`config.mk`:
```
export PLATFORM = sky130hd
export DESIGN_NAME = multicycle_control
export DESIGN_NICKNAME = d
export VERILOG_FILES = /design/src/rtl/multicycle_ctrl_pkg.sv /design/src/rtl/alu_op_decoder.sv /design/src/rtl/multicycle_control.sv
export SDC_FILE = /design/constraint.sdc
export NUM_CORES = 1
export LEC_CHECK = 0
export CORE_MARGIN = 3
export CORE_UTILIZATION = 35
export DETAILED_ROUTE_END_ITERATION = 10
export PLACE_DENSITY_LB_ADDON = 0.12
export SETUP_SLACK_MARGIN = 0.05
export SLEW_MARGIN = 30
export SYNTH_ARGS = -nofsm -noshare
export SYNTH_HDL_FRONTEND = slang
export SYNTH_HIERARCHICAL = 1
export SYNTH_SLANG_ARGS = --single-unit
```
`constraint.sdc`:
```
create_clock -name clk -period 9.4 [get_ports clk]
set_input_delay 1.88 -clock clk [delete_from_list [all_inputs] [get_ports clk]]
set_output_delay 1.88 -clock clk [all_outputs]
set_load 0.01 [all_outputs]
```
`src/rtl/multicycle_ctrl_pkg.sv`:
```
// Shared encodings for the multi-cycle main controller.
// Holds the FSM state enum, ALU control codes, opcode constants, datapath
// select encodings and the ALU-decoder operation class.
// Optional feature macro: MULTICYCLE_CTRL_JAL_EN adds the S_JAL state.
package multicycle_ctrl_pkg;

   localparam int unsigned ALU_CTRL_W = 4;
   localparam int unsigned OPCODE_W   = 7;
   localparam int unsigned FUNCT3_W   = 3;
   localparam int unsigned SEL_W      = 2;
   localparam int unsigned STATE_W    = 4;

   typedef enum logic [STATE_W-1:0] {
      S_FETCH     = 4'd0,
      S_DECODE    = 4'd1,
      S_MEM_ADDR  = 4'd2,
      S_MEM_READ  = 4'd3,
      S_MEM_WB    = 4'd4,
      S_MEM_WRITE = 4'd5,
      S_EXEC_R    = 4'd6,
      S_EXEC_I    = 4'd7,
      S_ALU_WB    = 4'd8,
      S_BRANCH    = 4'd9
`ifdef MULTICYCLE_CTRL_JAL_EN
      ,
      S_JAL       = 4'd10
`endif
   } state_t;

   // Which decode table the ALU operation comes from
   typedef enum logic [1:0] {
      CLS_ADD    = 2'd0,
      CLS_RTYPE  = 2'd1,
      CLS_ITYPE  = 2'd2,
      CLS_BRANCH = 2'd3
   } alu_class_t;

   localparam logic [ALU_CTRL_W-1:0] ALU_AND = 4'b0000;
   localparam logic [ALU_CTRL_W-1:0] ALU_OR  = 4'b0001;
   localparam logic [ALU_CTRL_W-1:0] ALU_ADD = 4'b0010;
   localparam logic [ALU_CTRL_W-1:0] ALU_SUB = 4'b0110;

   localparam logic [OPCODE_W-1:0] OP_RTYPE  = 7'b0110011;
   localparam logic [OPCODE_W-1:0] OP_ITYPE  = 7'b0010011;
   localparam logic [OPCODE_W-1:0] OP_LOAD   = 7'b0000011;
   localparam logic [OPCODE_W-1:0] OP_STORE  = 7'b0100011;
   localparam logic [OPCODE_W-1:0] OP_BRANCH = 7'b1100011;
   localparam logic [OPCODE_W-1:0] OP_JAL    = 7'b1101111;

   localparam logic [SEL_W-1:0] SRC_A_PC     = 2'b00;
   localparam logic [SEL_W-1:0] SRC_A_REG    = 2'b01;
   localparam logic [SEL_W-1:0] SRC_A_OLD_PC = 2'b10;

   localparam logic [SEL_W-1:0] SRC_B_REG    = 2'b00;
   localparam logic [SEL_W-1:0] SRC_B_FOUR   = 2'b01;
   localparam logic [SEL_W-1:0] SRC_B_IMM    = 2'b10;

   localparam logic [SEL_W-1:0] RES_ALU_OUT  = 2'b00;
   localparam logic [SEL_W-1:0] RES_MEM_DATA = 2'b01;
   localparam logic [SEL_W-1:0] RES_ALU_LIVE = 2'b10;

endpackage

```
`src/rtl/alu_op_decoder.sv`:
```
// Combinational ALU operation decoder.
// Ports: op_class (decode table), funct3, funct7_b5 in;
//        alu_control (4-bit ALU op), funct_illegal (unsupported funct) out.
module alu_op_decoder
   import multicycle_ctrl_pkg::*;
(
   input  alu_class_t                op_class,
   input  logic [FUNCT3_W-1:0]       funct3,
   input  logic                      funct7_b5,
   output logic [ALU_CTRL_W-1:0]     alu_control,
   output logic                      funct_illegal
);

   always_comb begin
      alu_control   = ALU_ADD;
      funct_illegal = 1'b0;
      case (op_class)
         CLS_RTYPE: begin
            case (funct3)
               3'b000:  alu_control = funct7_b5 ? ALU_SUB : ALU_ADD;
               3'b110:  alu_control = ALU_OR;
               3'b111:  alu_control = ALU_AND;
               default: funct_illegal = 1'b1;
            endcase
         end
         // funct7_b5 carries immediate bits here, so it is not consulted
         CLS_ITYPE: begin
            case (funct3)
               3'b000:  alu_control = ALU_ADD;
               3'b110:  alu_control = ALU_OR;
               3'b111:  alu_control = ALU_AND;
               default: funct_illegal = 1'b1;
            endcase
         end
         // Only beq is supported; compare via subtract and the zero flag
         CLS_BRANCH: begin
            alu_control = ALU_SUB;
            if (funct3 != 3'b000) funct_illegal = 1'b1;
         end
         default: alu_control = ALU_ADD;
      endcase
   end

endmodule

```
`src/rtl/multicycle_control.sv`:
```
// Multi-cycle main controller for the RISC-V subset core.
// Sequences fetch/decode/execute through the shared datapath; outputs are
// decoded combinationally from state (plus mem_ready/zero where used).
// Ports: clk, reset (sync, active-high), opcode, funct3, funct7_b5, zero,
//        mem_ready in; alu_control, alu_src_a, alu_src_b, result_src,
//        pc_src, i_or_d, pc_write, ir_write, reg_write, mem_read,
//        mem_write, illegal, instr_done out.
// Optional feature macro: MULTICYCLE_CTRL_JAL_EN enables the JAL state;
// without it opcode 1101111 is reported illegal.
module multicycle_control
   import multicycle_ctrl_pkg::*;
(
   input  logic                   clk,
   input  logic                   reset,
   input  logic [OPCODE_W-1:0]    opcode,
   input  logic [FUNCT3_W-1:0]    funct3,
   input  logic                   funct7_b5,
   input  logic                   zero,
   input  logic                   mem_ready,
   output logic [ALU_CTRL_W-1:0]  alu_control,
   output logic [SEL_W-1:0]       alu_src_a,
   output logic [SEL_W-1:0]       alu_src_b,
   output logic [SEL_W-1:0]       result_src,
   output logic                   pc_src,
   output logic                   i_or_d,
   output logic                   pc_write,
   output logic                   ir_write,
   output logic                   reg_write,
   output logic                   mem_read,
   output logic                   mem_write,
   output logic                   illegal,
   output logic                   instr_done
);

   state_t                  state;
   state_t                  state_next;
   alu_class_t              dec_class;
   logic [ALU_CTRL_W-1:0]   dec_alu_control;
   logic                    funct_illegal;
   logic                    opcode_known;
   logic                    decode_illegal;

   // In DECODE the class comes from the opcode (legality check only);
   // in execute states it comes from the state itself.
   always_comb begin
      dec_class = CLS_ADD;
      case (state)
         S_DECODE: begin
            case (opcode)
               OP_RTYPE:  dec_class = CLS_RTYPE;
               OP_ITYPE:  dec_class = CLS_ITYPE;
               OP_BRANCH: dec_class = CLS_BRANCH;
               default:   dec_class = CLS_ADD;
            endcase
         end
         S_EXEC_R: dec_class = CLS_RTYPE;
         S_EXEC_I: dec_class = CLS_ITYPE;
         S_BRANCH: dec_class = CLS_BRANCH;
         default:  dec_class = CLS_ADD;
      endcase
   end

   alu_op_decoder u_alu_op_decoder (
      .op_class      (dec_class),
      .funct3        (funct3),
      .funct7_b5     (funct7_b5),
      .alu_control   (dec_alu_control),
      .funct_illegal (funct_illegal)
   );

   // Opcodes this controller can sequence
   always_comb begin
      opcode_known = 1'b0;
      case (opcode)
         OP_RTYPE, OP_ITYPE, OP_LOAD, OP_STORE, OP_BRANCH: opcode_known = 1'b1;
`ifdef MULTICYCLE_CTRL_JAL_EN
         OP_JAL:  opcode_known = 1'b1;
`endif
         default: opcode_known = 1'b0;
      endcase
   end

   assign decode_illegal = !opcode_known || funct_illegal;

   // State register
   always_ff @(posedge clk) begin
      if (reset) state <= S_FETCH;
      else       state <= state_next;
   end

   // Next-state logic
   always_comb begin
      state_next = state;
      case (state)
         S_FETCH: if (mem_ready) state_next = S_DECODE;
         S_DECODE: begin
            state_next = S_FETCH;
            if (!decode_illegal) begin
               case (opcode)
                  OP_RTYPE:          state_next = S_EXEC_R;
                  OP_ITYPE:          state_next = S_EXEC_I;
                  OP_LOAD, OP_STORE: state_next = S_MEM_ADDR;
                  OP_BRANCH:         state_next = S_BRANCH;
`ifdef MULTICYCLE_CTRL_JAL_EN
                  OP_JAL:            state_next = S_JAL;
`endif
                  default:           state_next = S_FETCH;
               endcase
            end
         end
         S_MEM_ADDR:  state_next = (opcode == OP_LOAD) ? S_MEM_READ : S_MEM_WRITE;
         S_MEM_READ:  if (mem_ready) state_next = S_MEM_WB;
         S_MEM_WRITE: if (mem_ready) state_next = S_FETCH;
         S_EXEC_R:    state_next = S_ALU_WB;
         S_EXEC_I:    state_next = S_ALU_WB;
         default:     state_next = S_FETCH;
      endcase
   end

   // Output decode; reset forces every enable and select to its idle value
   always_comb begin
      alu_control = ALU_ADD;
      alu_src_a   = SRC_A_PC;
      alu_src_b   = SRC_B_REG;
      result_src  = RES_ALU_OUT;
      pc_src      = 1'b0;
      i_or_d      = 1'b0;
      pc_write    = 1'b0;
      ir_write    = 1'b0;
      reg_write   = 1'b0;
      mem_read    = 1'b0;
      mem_write   = 1'b0;
      illegal     = 1'b0;
      instr_done  = 1'b0;
      if (!reset) begin
         case (state)
            S_FETCH: begin
               mem_read  = 1'b1;
               alu_src_b = SRC_B_FOUR;
               ir_write  = mem_ready;
               pc_write  = mem_ready;
            end
            // Branch target is computed here and latched in ALUOut
            S_DECODE: begin
               alu_src_a  = SRC_A_OLD_PC;
               alu_src_b  = SRC_B_IMM;
               illegal    = decode_illegal;
               instr_done = decode_illegal;
            end
            S_MEM_ADDR: begin
               alu_src_a = SRC_A_REG;
               alu_src_b = SRC_B_IMM;
            end
            S_MEM_READ: begin
               mem_read = 1'b1;
               i_or_d   = 1'b1;
            end
            S_MEM_WB: begin
               reg_write  = 1'b1;
               result_src = RES_MEM_DATA;
               instr_done = 1'b1;
            end
            S_MEM_WRITE: begin
               mem_write  = 1'b1;
               i_or_d     = 1'b1;
               instr_done = mem_ready;
            end
            S_EXEC_R: begin
               alu_src_a   = SRC_A_REG;
               alu_src_b   = SRC_B_REG;
               alu_control = dec_alu_control;
            end
            S_EXEC_I: begin
               alu_src_a   = SRC_A_REG;
               alu_src_b   = SRC_B_IMM;
               alu_control = dec_alu_control;
            end
            S_ALU_WB: begin
               reg_write  = 1'b1;
               instr_done = 1'b1;
            end
            S_BRANCH: begin
               alu_src_a   = SRC_A_REG;
               alu_src_b   = SRC_B_REG;
               alu_control = dec_alu_control;
               pc_write    = zero;
               pc_src      = 1'b1;
               instr_done  = 1'b1;
            end
`ifdef MULTICYCLE_CTRL_JAL_EN
            // Link value PC+4 goes straight to the register file while the
            // jump target computed in DECODE is taken from ALUOut
            S_JAL: begin
               alu_src_a  = SRC_A_OLD_PC;
               alu_src_b  = SRC_B_FOUR;
               reg_write  = 1'b1;
               result_src = RES_ALU_LIVE;
               pc_write   = 1'b1;
               pc_src     = 1'b1;
               instr_done = 1'b1;
            end
`endif
            default: ;
         endcase
      end
   end

endmodule
```
=== Word level (Yosys, flattened, before mapping) ===
Cells that the tools add are included.
Widths: inputs -> output; s select.

* Logic and storage cells: 84
* Output and inout bits: 19
* Bits of input ports: 15
* Flip-flop bits (word level): 4

* Reduce and logical (&&, ||, !) cells: 18
* Multiplexer cells: 43
* Equal/unequal tests: 22

{| class="wikitable"
|+ Operator list
! cell !! number
|-
| $mux 4 || 6
|-
| $pmux 4 s3 || 2
|-
| $pmux 4 s6 || 1
|-
| $mux 1 || 21
|-
| $eq 4x3->1 const B || 4
|-
| $pmux 4 s4 || 1
|-
| $eq 7x6->1 const B || 2
|-
| $pmux 2 s2 || 3
|-
| $reduce_or 2->1 || 6
|-
| $reduce_or 3->1 || 4
|-
| $eq 4x2->1 const B || 2
|-
| $eq 4x4->1 const B || 2
|-
| $pmux 2 s4 || 1
|-
| $eq 7x2->1 const B || 1
|-
| $eq 7x5->1 const B || 1
|-
| $eq 7x7->1 const B || 1
|-
| $eq 3x3->1 const B || 2
|-
| $mux 3 || 2
|-
| $ne 2x2->1 const B || 3
|-
| $pmux 2 s3 || 1
|-
| $reduce_or 5->1 || 1
|-
| $eq 2x2->1 const B || 2
|-
| $eq 4x1->1 const B || 1
|-
| $logic_not 4->1 || 1
|-
| other kinds (10) || 12
|}

=== Depth between registers and ports, before layout ===
Gate-level depths: netlist of the first run.

* Depth after elaboration: 9
* Depth in mapped cells: 11
* Depth with buffers taken out: 11

=== Cells and area by module ===
The synthesis of the first run kept the hierarchy.

{| class="wikitable"
|+ By module, submodules not included
! module !! sequential area each (um^2) !! area each (um^2) !! cells each !! times used
|-
| multicycle_control || 80.1 || 575.6 || 83 || 1
|-
| alu_op_decoder || 0.0 || 152.6 || 19 || 1
|}

=== Worst setup path before layout of the first run ===
OpenSTA, ideal clock, no wires.

* Path type: input to output
* Start: input port opcode[5]
* End: output port instr_done
* Setup slack: 3.434 ns
* Data required time: 7.520 ns
* Buffers on the path: 0
* Stages on the path: 11
* Data arrival time: 4.086 ns
* Cells stage by stage: or3b_1 a21oi_1 o21ai_1 a21oi_1 inv_1 ha_1 a21boi_0 o211a_1 a211oi_1 nor4_1 a31o_1

* Word-level cells in the longest chain between the ends: 9
* Elaborated cells on any way between the ends: 18
* Classes of those cells: eq/ne: 8; mux: 6; reduce/logical: 4

{| class="wikitable"
|+ Ends and longest elaborated chain
! what !! line !! source
|-
| start: declaration || multicycle_control.sv:15 || <nowiki>input logic [OPCODE_W-1:0] opcode,</nowiki>
|-
| $eq 7x7->1, or another cell as far along || multicycle_control.sv:49 || <nowiki>case (opcode)</nowiki>
|-
| $pmux 2 s3 * || multicycle_control.sv:49 ||
|-
| $pmux 2 s4 * || multicycle_control.sv:47 || <nowiki>case (state)</nowiki>
|-
| named net dec_class[1] || multicycle_control.sv:37 || <nowiki>alu_class_t dec_class;</nowiki>
|-
| $eq 2x1->1 or $eq 2x2->1 (tied branches) || alu_op_decoder.sv:17 || <nowiki>case (op_class)</nowiki>
|-
| $reduce_or 2->1 (no line) || -- ||
|-
| $pmux 1 s2 * || alu_op_decoder.sv:17 ||
|-
| named net funct_illegal || multicycle_control.sv:39 || <nowiki>logic funct_illegal;</nowiki>
|-
| $logic_or 1x1->1 * || multicycle_control.sv:83 || <nowiki>assign decode_illegal = !opcode_known || funct_illegal;</nowiki>
|-
| $pmux 1 s3 * || multicycle_control.sv:136 || <nowiki>case (state)</nowiki>
|-
| $mux 1 * || multicycle_control.sv:135 || <nowiki>if (!reset) begin</nowiki>
|-
| end: declaration || multicycle_control.sv:32 || <nowiki>output logic instr_done</nowiki>
|}

Mark *: on every way through the listed nets, which the timed path passes. The rest lies on a longest branch.

=== Worst setup path in the final report of the first run ===
* Start: input port opcode[4]
* End: output port instr_done

Same word-level chain as after synthesis.

==> impl_results.md, run 1 <==
* Post-DP HPWL at ~1600 um
* Area grow syn2layout at 45.5%
* Post-synth EDFFs at 0
* Yosys top cell by area: dfxtp_1
* First-pass GRT wire length at 3640 um
* WL final at ~2100 um
* Leakage power at 0.382 nW
* # IOs at 34
* Ranking of synthesized cells by area: dfxtp_1 11%, ha_1 6.9%, nor2_1 6.2%
* PnR Total Power at 62.8 uW
* Initial antenna violation count at 0
* Clock sink total at 4
* Synth top area share at 11.0%
* Num CTS Buffers at 3
* GRT Util Overall at 17.2%
* # fillers at approximately 190
* Die Ht at ~52 um
* R2R depth at 9
* RSZ-0062 raised after global routing: false
* Chip Width at between 50 and 60 um
* Post-synth cell types at 46
* Commonest cells post-synth: 12 x nor2_1, 7 x a21oi_1, 7 x inv_1, 6 x nand2b_1, 5 x nand2_1
* Post-Synthesis Cells at 102
* PwrDens at 59.3 nW/um2
* Maximum VDD drop at 0.0672 mV
* Most used DFF post-synth: dfxtp_1
* Placement Setup Slack at 2430 ps
* Cell internal pwr at about 45 uW
* Max FFs per register at 4
* CP max stage delay at 560 ps
* Crit start category: input port
* Final hold violations at 0
* Post-synthesis sequential area ratio at 11.0%
* Net Count, Synth at 121
* Most flops, register: state
* Async S/R FF share, synth at 0%
* Status: finished, final reports clean
* CTS tree: done
* Residual DRC at 0
* Setup WS post-layout at 2380 ps
* Mapped cell area at 728 um2
* Setup violations, final at 0
* Detailed Routing Iterations Pass 1 at 4
* Root Buffer: clkbuf_4
* Seq cells post-synth at 4
* Required @ worst endpoint at 7520 ps
* DRT iter0 DRCs at 18
* FMAX at 0.143 GHz
* Resized Gates After CTS at 0
* CP cell instances: clkdlybuf4s50_1, or3b_1, a21oi_1, o21ai_1, a21oi_1, inv_1, ha_1, a21boi_0, o211a_1, a211oi_1, nor4_1, a31o_1, clkdlybuf4s50_1
* Kind of critical path: input port to output pin
* Critical path peak fanout at 6
* Logic pwr share at 36.9%
* CP endpoint: instr_done
* Largest net degree at the start of global routing at 14
* Vias per inst at 5.48
* GRT overflow at 0
* Worst reg2reg setup slack at about 6400 ps
* Crit-path leading delay family: buffers and inverters
* NetSw at 17.8 uW
* Clock skew at 7.34 ps
* Routability cong. at 0.821
* Postcts setup bufs at 0
* Post-CTS Hold Fix Bufs at 0
* Worst R2R Start: state[0]
* Reg power frac at 29.7%
* Slowest CP cell: clkdlybuf4s50_1
* Rows at 15
* Setup TNS at 0 ps
* Post-DR wirelength/cell at 13.5 um
* Relative slew slack at 65.0%
* DR vias at 850
* Crit end category: output pin
* Max clock buf depth at 2
* Clk slew on worst S/H paths at 40 ps
* WP depth at 13
* Crit Reg-Reg Endpoint: state[0]
* Fin crit share at 74.6%
* Final min period at between 7000 and 8000 ps
* Top-count cell post-synth: nor2_1
* Starting Density at 39.6%
* ANT cells at 0
* Ratio of cells with drive above 1 in the final layout at 9.23%
* Sw frac at 28.4%
* WP data arrival at 5140 ps
* Maxcap violations at 0
* Die area at 2660 um2
* Hold Crit Class: register to register
* Clk network pwr share at 33.4%
* CTS HTree Levels at 1
* Yosys warnings at 6
* Worst-skew pair later-pin latency at 230 ps
* Post-route antenna net violation count at 0
* Worst Setup SP: opcode[4]
* Slew Limit Fails at 0
* Regs by FF count: state: 4 flops
* Final net count at 151
* Worst slew pin tran at 525 ps
* Vias in the first global route at 865
* Post-Syn Area per Cell at 7.14 um2
* Buf/Inv on CP at 3
* Core Region at 1840 um2
* PortBufs at 31
## power groups by stage
| stage | combinational, mW | sequential [mW] | clock (mW) |
|---|---|---|---|
| 2_1_floorplan | 0.0117 | 0.0179 | 0 |
| 3_3_place_gp | 0.0231 | 0.0189 | 0 |
| 3_5_place_dp | 0.0229 | 0.0189 | 0 |
| 4_1_cts | 0.0231 | 0.0186 | 0.0218 |
| 5_1_grt | 0.0252 | 0.0187 | 0.0231 |
| 6_report | 0.0232 | 0.0187 | 0.0210 |
## worst register-to-register path, delay by kind of cell (launching register included)
| family | cells | cell delay (ps) |
|---|---|---|
| flops | 1 | 580 |
| fa+ha+maj | 1 | 290 |
| simple gates | 2 | 840 |
| buf+inv | 1 | 110 |
| compound gates | 5 | 1100 |
## cell usage in the layout, fill, tap and decap left out, types with 2 or more instances in the layout
cell type | synthesis | layout
a21boi_0 | 2 | 2
dfxtp_1 | 4 | 4
o21ai_1 | 2 | 2
o21ai_0 | 4 | 4
nor3b_1 | 2 | 2
nand2b_1 | 6 | 6
a31o_1 | 3 | 3
nor2_1 | 12 | 12
or3_1 | 2 | 2
conb_1 | 2 | 2
clkdlybuf4s50_1 | 0 | 31
nand2_1 | 5 | 5
inv_1 | 7 | 7
a21oi_1 | 7 | 7
clkbuf_4 | 0 | 3
xnor2_1 | 2 | 2
ha_1 | 4 | 4
and2_1 | 4 | 4
nand3b_1 | 2 | 2
## per-stage QoR
stage	std cells	cell area [um2]	util (%)	hold WS, ps
floorplan	102	728	-	646
global placement	152	1040	56.4	698
detailed placement	152	1040	56.4	701
CTS	155	1060	57.6	713
global route	155	1060	57.6	742
finish	155	1060	57.6	721
## per-layer routing
layer | share of wire [%] | vias up | global-route usage (%)
met3 | 7.5 | 2 | 4.87
met4 | 0.38 | 0 | 4.37
met1 | 51 | 385 | 23.2
met2 | 41 | 39 | 26.7
met5 | 0 | - | 0
li1 | - | 424 | -
## how the worst min path moves through the flow
stage	start	endpoint	depth (start not counted)	slack, ps
after floorplan	state[2]	state[3]	4	650
after CTS	state[2]	state[3]	2	710
after global placement	state[2]	state[3]	2	700
final	state[2]	state[3]	2	720
after detailed placement	state[3]	state[0]	1	700
after global routing	state[3]	state[0]	1	740
## kinds of logic (layout without fill, tap and decap cells)
logic type | after synthesis | after routing | synth area share [%]
buffers and inverters | 14 | 42 | 8.59
other | 2 | 2 | 1.03
AND/OR/NAND/NOR | 46 | 46 | 39.7
flip-flops | 4 | 4 | 11.0
AO/OA/AOI/OAI | 30 | 30 | 30.4
adder cells (fa/ha/maj) | 4 | 4 | 6.87
XOR/XNOR | 2 | 2 | 2.41
## layout make-up
type	count	area (um2)	share of cell area, %
Sequential cell	4	80.1	7.56
Timing Repair Buffer	31	310	29.3
Tap cell	25	31.3	2.95
Multi-Input combinational cell	84	586	55.3
Inverter	8	30.0	2.83
Clock buffer	3	22.5	2.13
Note: power is estimated with default switching activity, not from simulation.
==> inputs of run 2 (changes only) <==
==> constraint.sdc (replaced) <==
create_clock -name clk -period 6.8 [get_ports clk]
set_input_delay 1.36 -clock clk [delete_from_list [all_inputs] [get_ports clk]]
set_output_delay 1.36 -clock clk [all_outputs]
set_load 0.01 [all_outputs]
==> run 2 against run 1 <==
Net effect: power grew 38%; count of clock-buffer cells in the layout unchanged; sequential power grew 38%; non-clock buffer count is the same; worst setup slack worse by 1600 ps.
==> impl_results.md, run 2 (synthesized netlist as in run 1, its figures left out) <==
* Status: finished, final reports clean
* Largest net degree at the start of global routing at 14
* Vias per inst at 5.30
* Clk network pwr share at between 30% and 40%
* DRT iter0 DRCs at 13
* Postcts setup bufs at 0
* WL final at approximately 2100 um
* First-pass GRT wire length at 3680 um
* Clock skew at 6.78 ps
* PnR Total Power at roughly 87 uW
* Cell internal pwr at 62.2 uW
* Routing usage on met3 at 4.58%
* Clock sink total at 4
* PortBufs at 31
* GRT overflow at 0
* Clk slew on worst S/H paths at 40 ps
* R2R depth at 9
* Detailed Routing Iterations Pass 1 at 4
* GRT Util Overall at 17.4%
* Num CTS Buffers at 3
* Crit Reg-Reg Endpoint: state[0]
* Hold_ws at 716 ps
* Max FFs per register at 4
* Worst slew pin tran at 517 ps
* Met1 GRT Util at 23.9%
* CTS tree: done
* Worst R2R Start: state[0]
* Fin crit share at 88.2%
* Post-CTS Hold Fix Bufs at 0
* Logic pwr share at between 30 and 40%
* Reg power frac at 29.7%
* Core Region at between 1500 and 2000 um2
* Initial antenna violation count at 0
* FMAX at 0.167 GHz
* Placed insts at around 150
* Final hold violations at 0
* Vias in the first global route at 874
* Area grow syn2layout at 45.5%
* Maxcap violations at 0
* PwrDens at 81.8 nW/um2
* Hold Crit Class: register to register
* Setup TNS at 0 ps
* Residual DRC at 0
* CTS HTree Levels at 1
* Worst-skew pair later-pin latency at 230 ps
* Routability cong. at 0.823
* Buf/Inv on CP at 3
* Busiest grt layer: met2
* Final net count at 151
* Leakage power at ~0.38 nW
* CP cell instances: clkdlybuf4s50_1, or3b_1, a21oi_1, o21ai_1, a21oi_1, inv_1, ha_1, a21boi_0, o211a_1, a211oi_1, nor4_1, a31o_1, clkdlybuf4s50_1
* Ratio of cells with drive above 1 in the final layout at 9.23%
* DR vias at 822
* CP max stage delay at 560 ps
* Critical path peak fanout at 6
* Relative slew slack at 65.4%
* RSZ-0062 raised after global routing: false
* Worst reg2reg setup slack at around 3800 ps
* Maximum VDD drop at around 0.093 mV
* Most frequent cells in the layout: 31 x clkdlybuf4s50_1, 12 x nor2_1, 7 x inv_1, 7 x a21oi_1, 6 x nand2b_1
* Placed Instance Area at 1040 um2
* # fillers at 187
* Chip Width at around 52 um
* Hold Path Stages at 1
* Slowest CP cell: clkdlybuf4s50_1
* Commonest non-fill, non-tap cell in the layout: clkdlybuf4s50_1
* Required @ worst endpoint at 5440 ps
* Cell Count, Final, Fillers Out at ~160
* Post-route antenna net violation count at 0
* Post-route cell area at 1060 um2
* Grt met2 use at 26.5%
* Hold EP: state[0]
* Sw frac at 28.3%
* Crit end category: output pin
* Starting Density at 39.6%
* Post-DP HPWL at 1560 um
* Post-DR wirelength/cell at 13.4 um
* Die area at 2660 um2
* Setup violations, final at 0
* Regs by FF count: state: 4 flops
* Setup WS post-layout at 806 ps
* Resized Gates After CTS at 0
* WP data arrival at 4630 ps
* Finished Core Util at approximately 58%
* Kind of critical path: input port to output pin
* Die Ht at roughly 52 um
* Crit start category: input port
* Max clock buf depth at 2
* # IOs at 34
* Worst min-delay path startpoint: state[3]
* Crit-path leading delay family: buffers and inverters
* Root Buffer: clkbuf_4
* Final min period at 5990 ps
* Rows at 15
* Slew Limit Fails at 0
* Placement Setup Slack at 854 ps
* ANT cells at 0
* Most flops, register: state
* NetSw at approximately 25 uW
[run 2: cell counts in the layout (fill, tap and decap cells not counted)]
Identical to the previous run, type by type.
[run 2: cell type report]
cell class	instances	area (um2)	share of cell area [%]
clock buffer	3	22.5	2.13
inverter	8	30.0	2.83
multi-input combinational	84	586	55.3
sequential	4	80.1	7.56
tap	25	31.3	2.95
timing repair buffer	31	310	29.3
[run 2: worst max path at each step]
stage	slack, ps	start	cells past startpoint	endpoint
after floorplan	1870	opcode[5]	11	instr_done
after global placement	970	opcode[4]	13	instr_done
after detailed placement	850	opcode[4]	13	instr_done
after CTS	820	opcode[4]	13	instr_done
after global routing	560	opcode[4]	13	instr_done
final	810	opcode[4]	13	instr_done
[run 2: per-layer routing]
| metal | vias up | wire length [um] |
|---|---|---|
| met5 | - | 0 |
| met4 | 0 | 0 |
| met3 | 0 | 141 |
| met2 | 33 | 849 |
| met1 | 364 | 1090 |
| li1 | 425 | - |
[run 2: power by group through the flow]
stage / Combinational (mW) / Clock, mW / Sequential, mW
finish: 0.0320 / 0.0289 / 0.0258
global route: 0.0350 / 0.0319 / 0.0259
CTS: 0.0320 / 0.0301 / 0.0257
detailed placement: 0.0316 / 0 / 0.0261
global placement: 0.0319 / 0 / 0.0262
floorplan: 0.0161 / 0 / 0.0247
[run 2: worst register-to-register path: stages, from the launching register on]
cell       delay (ps)
dfxtp_1           580
or3b_4            480
o22ai_1           270
inv_1             110
ha_1              290
a21boi_0          120
o211a_1           260
nor4_4            360
a221oi_2          130
a2111oi_2         320
==> inputs of run 3 (changes only) <==
--- a/config.mk
+++ b/config.mk
@@ -10,7 +10,6 @@
 export DETAILED_ROUTE_END_ITERATION = 10
 export PLACE_DENSITY_LB_ADDON = 0.12
 export SETUP_SLACK_MARGIN = 0.05
-export SLEW_MARGIN = 30
 export SYNTH_ARGS = -nofsm -noshare
 export SYNTH_HDL_FRONTEND = slang
 export SYNTH_HIERARCHICAL = 1
==> constraint.sdc (replaced) <==
create_clock -name clk -period 6.8 [get_ports clk]
set_input_delay 0.68 -clock clk [delete_from_list [all_inputs] [get_ports clk]]
set_output_delay 0.68 -clock clk [all_outputs]
set_load 0.01 [all_outputs]
==> run 3 against run 2 <==
Net effect: combinational power about the same; power up 1.2%; sequential power about the same; first-iteration DRC count up 15%; critical path depth unchanged; count of clock-buffer cells in the layout unchanged; die area unchanged; non-clock buffer count unchanged; routed wire length up 3.0%; sequential share of layout area unchanged; largest power group unchanged; highest routed layer is now met4.
==> impl_results.md, run 3 (synthesized netlist as in run 1, its figures left out) <==
* Maxcap violations at 0
* Commonest non-fill, non-tap cell in the layout: clkdlybuf4s50_1
* Post-route antenna net violation count at 0
* CTS HTree Levels at 1
* Most frequent cells in the layout: 31 x clkdlybuf4s50_1, 12 x nor2_1, 7 x inv_1, 7 x a21oi_1, 6 x nand2b_1
* PwrDens at 82.8 nW/um2
* Core Region at 1840 um2
* Die area at about 2700 um2
* Final hold violations at 0
* Residual DRC at 0
* Most flops, register: state
* Crit start category: input port
* Clock sink total at 4
* Kind of critical path: input port to output pin
* First-pass GRT wire length at 3780 um
* Clock skew at 1.57 ps
* DR vias at roughly 830
* Root Buffer: clkbuf_4
* CP cell instances: clkdlybuf4s50_1, or3b_1, a21oi_1, o21ai_1, a21oi_1, inv_1, ha_1, a21boi_0, o211a_1, a211oi_1, nor4_1, a31o_1, clkdlybuf4s50_1
* GRT Util Overall at 18.3%
* Detailed Routing Iterations Pass 1 at 4
* WL final at about 2100 um
* Post-DR wirelength/cell at 13.8 um
* Grt met2 use at 28.0%
* Status: finished, final reports clean
* Required @ worst endpoint at 6120 ps
* FMAX at 0.214 GHz
* Post-CTS Hold Fix Bufs at 0
* Leakage power at ~0.38 nW
* Slew Limit Fails at 0
* Finished Core Util at approximately 58%
* Max FFs per register at 4
* CP endpoint: instr_done
* Worst Setup SP: opcode[4]
* Maximum VDD drop at 0.103 mV
* CP max stage delay at approximately 560 ps
* GRT overflow at 0
* Worst reg2reg setup slack at around 3800 ps
* Crit-path leading delay family: buffers and inverters
* Routability cong. at 0.821
* Busiest grt layer: met2
* CTS tree: done
* Chip Width at 51.6 um
* RSZ-0062 raised after global routing: false
* Final min period at 4680 ps
* Max clock buf depth at 2
* Ratio of cells with drive above 1 in the final layout at between 9 and 10%
* Largest net degree at the start of global routing at 14
* PortBufs at 31
* Resized Gates After CTS at 0
* Area grow syn2layout at 45.5%
* Critical path peak fanout at 6
* Placed Instance Area at approximately 1000 um2
* Num CTS Buffers at 3
* Post-DP HPWL at around 1600 um
* Vias per inst at 5.38
* Worst-skew pair later-pin latency at 240 ps
* Final net count at 151
* Buf/Inv on CP at 3
* Fin crit share at slightly below 70%
* Relative slew slack at 65.5%
* Rows at 15
* WP data arrival at 4000 ps
* Setup violations, final at 0
* Hold Crit Class: register to register
* ANT cells at 0
* Postcts setup bufs at 0
* Crit end category: output pin
* Starting Density at 39.6%
* # IOs at 34
* Crit Reg-Reg Endpoint: state[0]
* Vias in the first global route at slightly below 900
* Regs by FF count: state: 4 flops
* Setup TNS at 0 ps
* Die Ht at 51.6 um
* Routing usage on met3 at 6.30%
* Slowest CP cell: clkdlybuf4s50_1
* Clk slew on worst S/H paths at 40 ps
* Initial antenna violation count at 0
* Post-route cell area at 1060 um2
* Hold_ws at 717 ps
* Worst slew pin tran at 516 ps
* WP depth at 13
* DRT iter0 DRCs at 15
* Met1 GRT Util at about a quarter
* R2R depth at 9
* PnR Total Power at 87.7 uW
* Worst R2R Start: state[0]
-- run 3: cell counts in the layout (fill, tap and decap cells not counted) --
No cell type changed its count.
-- run 3: through the flow --
step | setup slack [ps] | instances
2_1_floorplan | 3230 | 102
3_3_place_gp | 2330 | 152
3_5_place_dp | 2160 | 152
4_1_cts | 2130 | 155
5_1_grt | 1820 | 155
6_report | 2120 | 155
-- run 3: area by class of cell --
class	count	area [um2]
clock buffer	3	22.5
tap	25	31.3
timing repair buffer	31	310
inverter	8	30.0
multi-input combinational	84	586
sequential	4	80.1
fill	181	779
-- run 3: worst min-delay path by stage --
stage	cells past startpoint	to	from	slack (ps)
global placement	2	state[3]	state[2]	700
CTS	2	state[3]	state[2]	700
floorplan	4	state[3]	state[2]	650
finish	2	state[3]	state[2]	720
global route	2	state[3]	state[2]	750
detailed placement	2	state[3]	state[2]	700
-- run 3: worst reg2reg max path, stage by stage (launching register included) --
cell       delay, ps
dfxtp_1          570
or3b_4           480
o22ai_1          260
inv_1            130
ha_1             290
a21boi_0         130
o211a_1          260
nor4_4           350
a221oi_2         120
a2111oi_2        340
-- run 3: where the power goes --
group          internal (mW)  switching [mW]
combinational         0.0184          0.0138
sequential            0.0241         0.00167
clock                 0.0198          0.0101
-- run 3: metal layers --
layer  wire (um)  vias up
met4           7        0
met1        1050      372
met2         913       37
met3         167        2
li1            -      423
met5           0        -
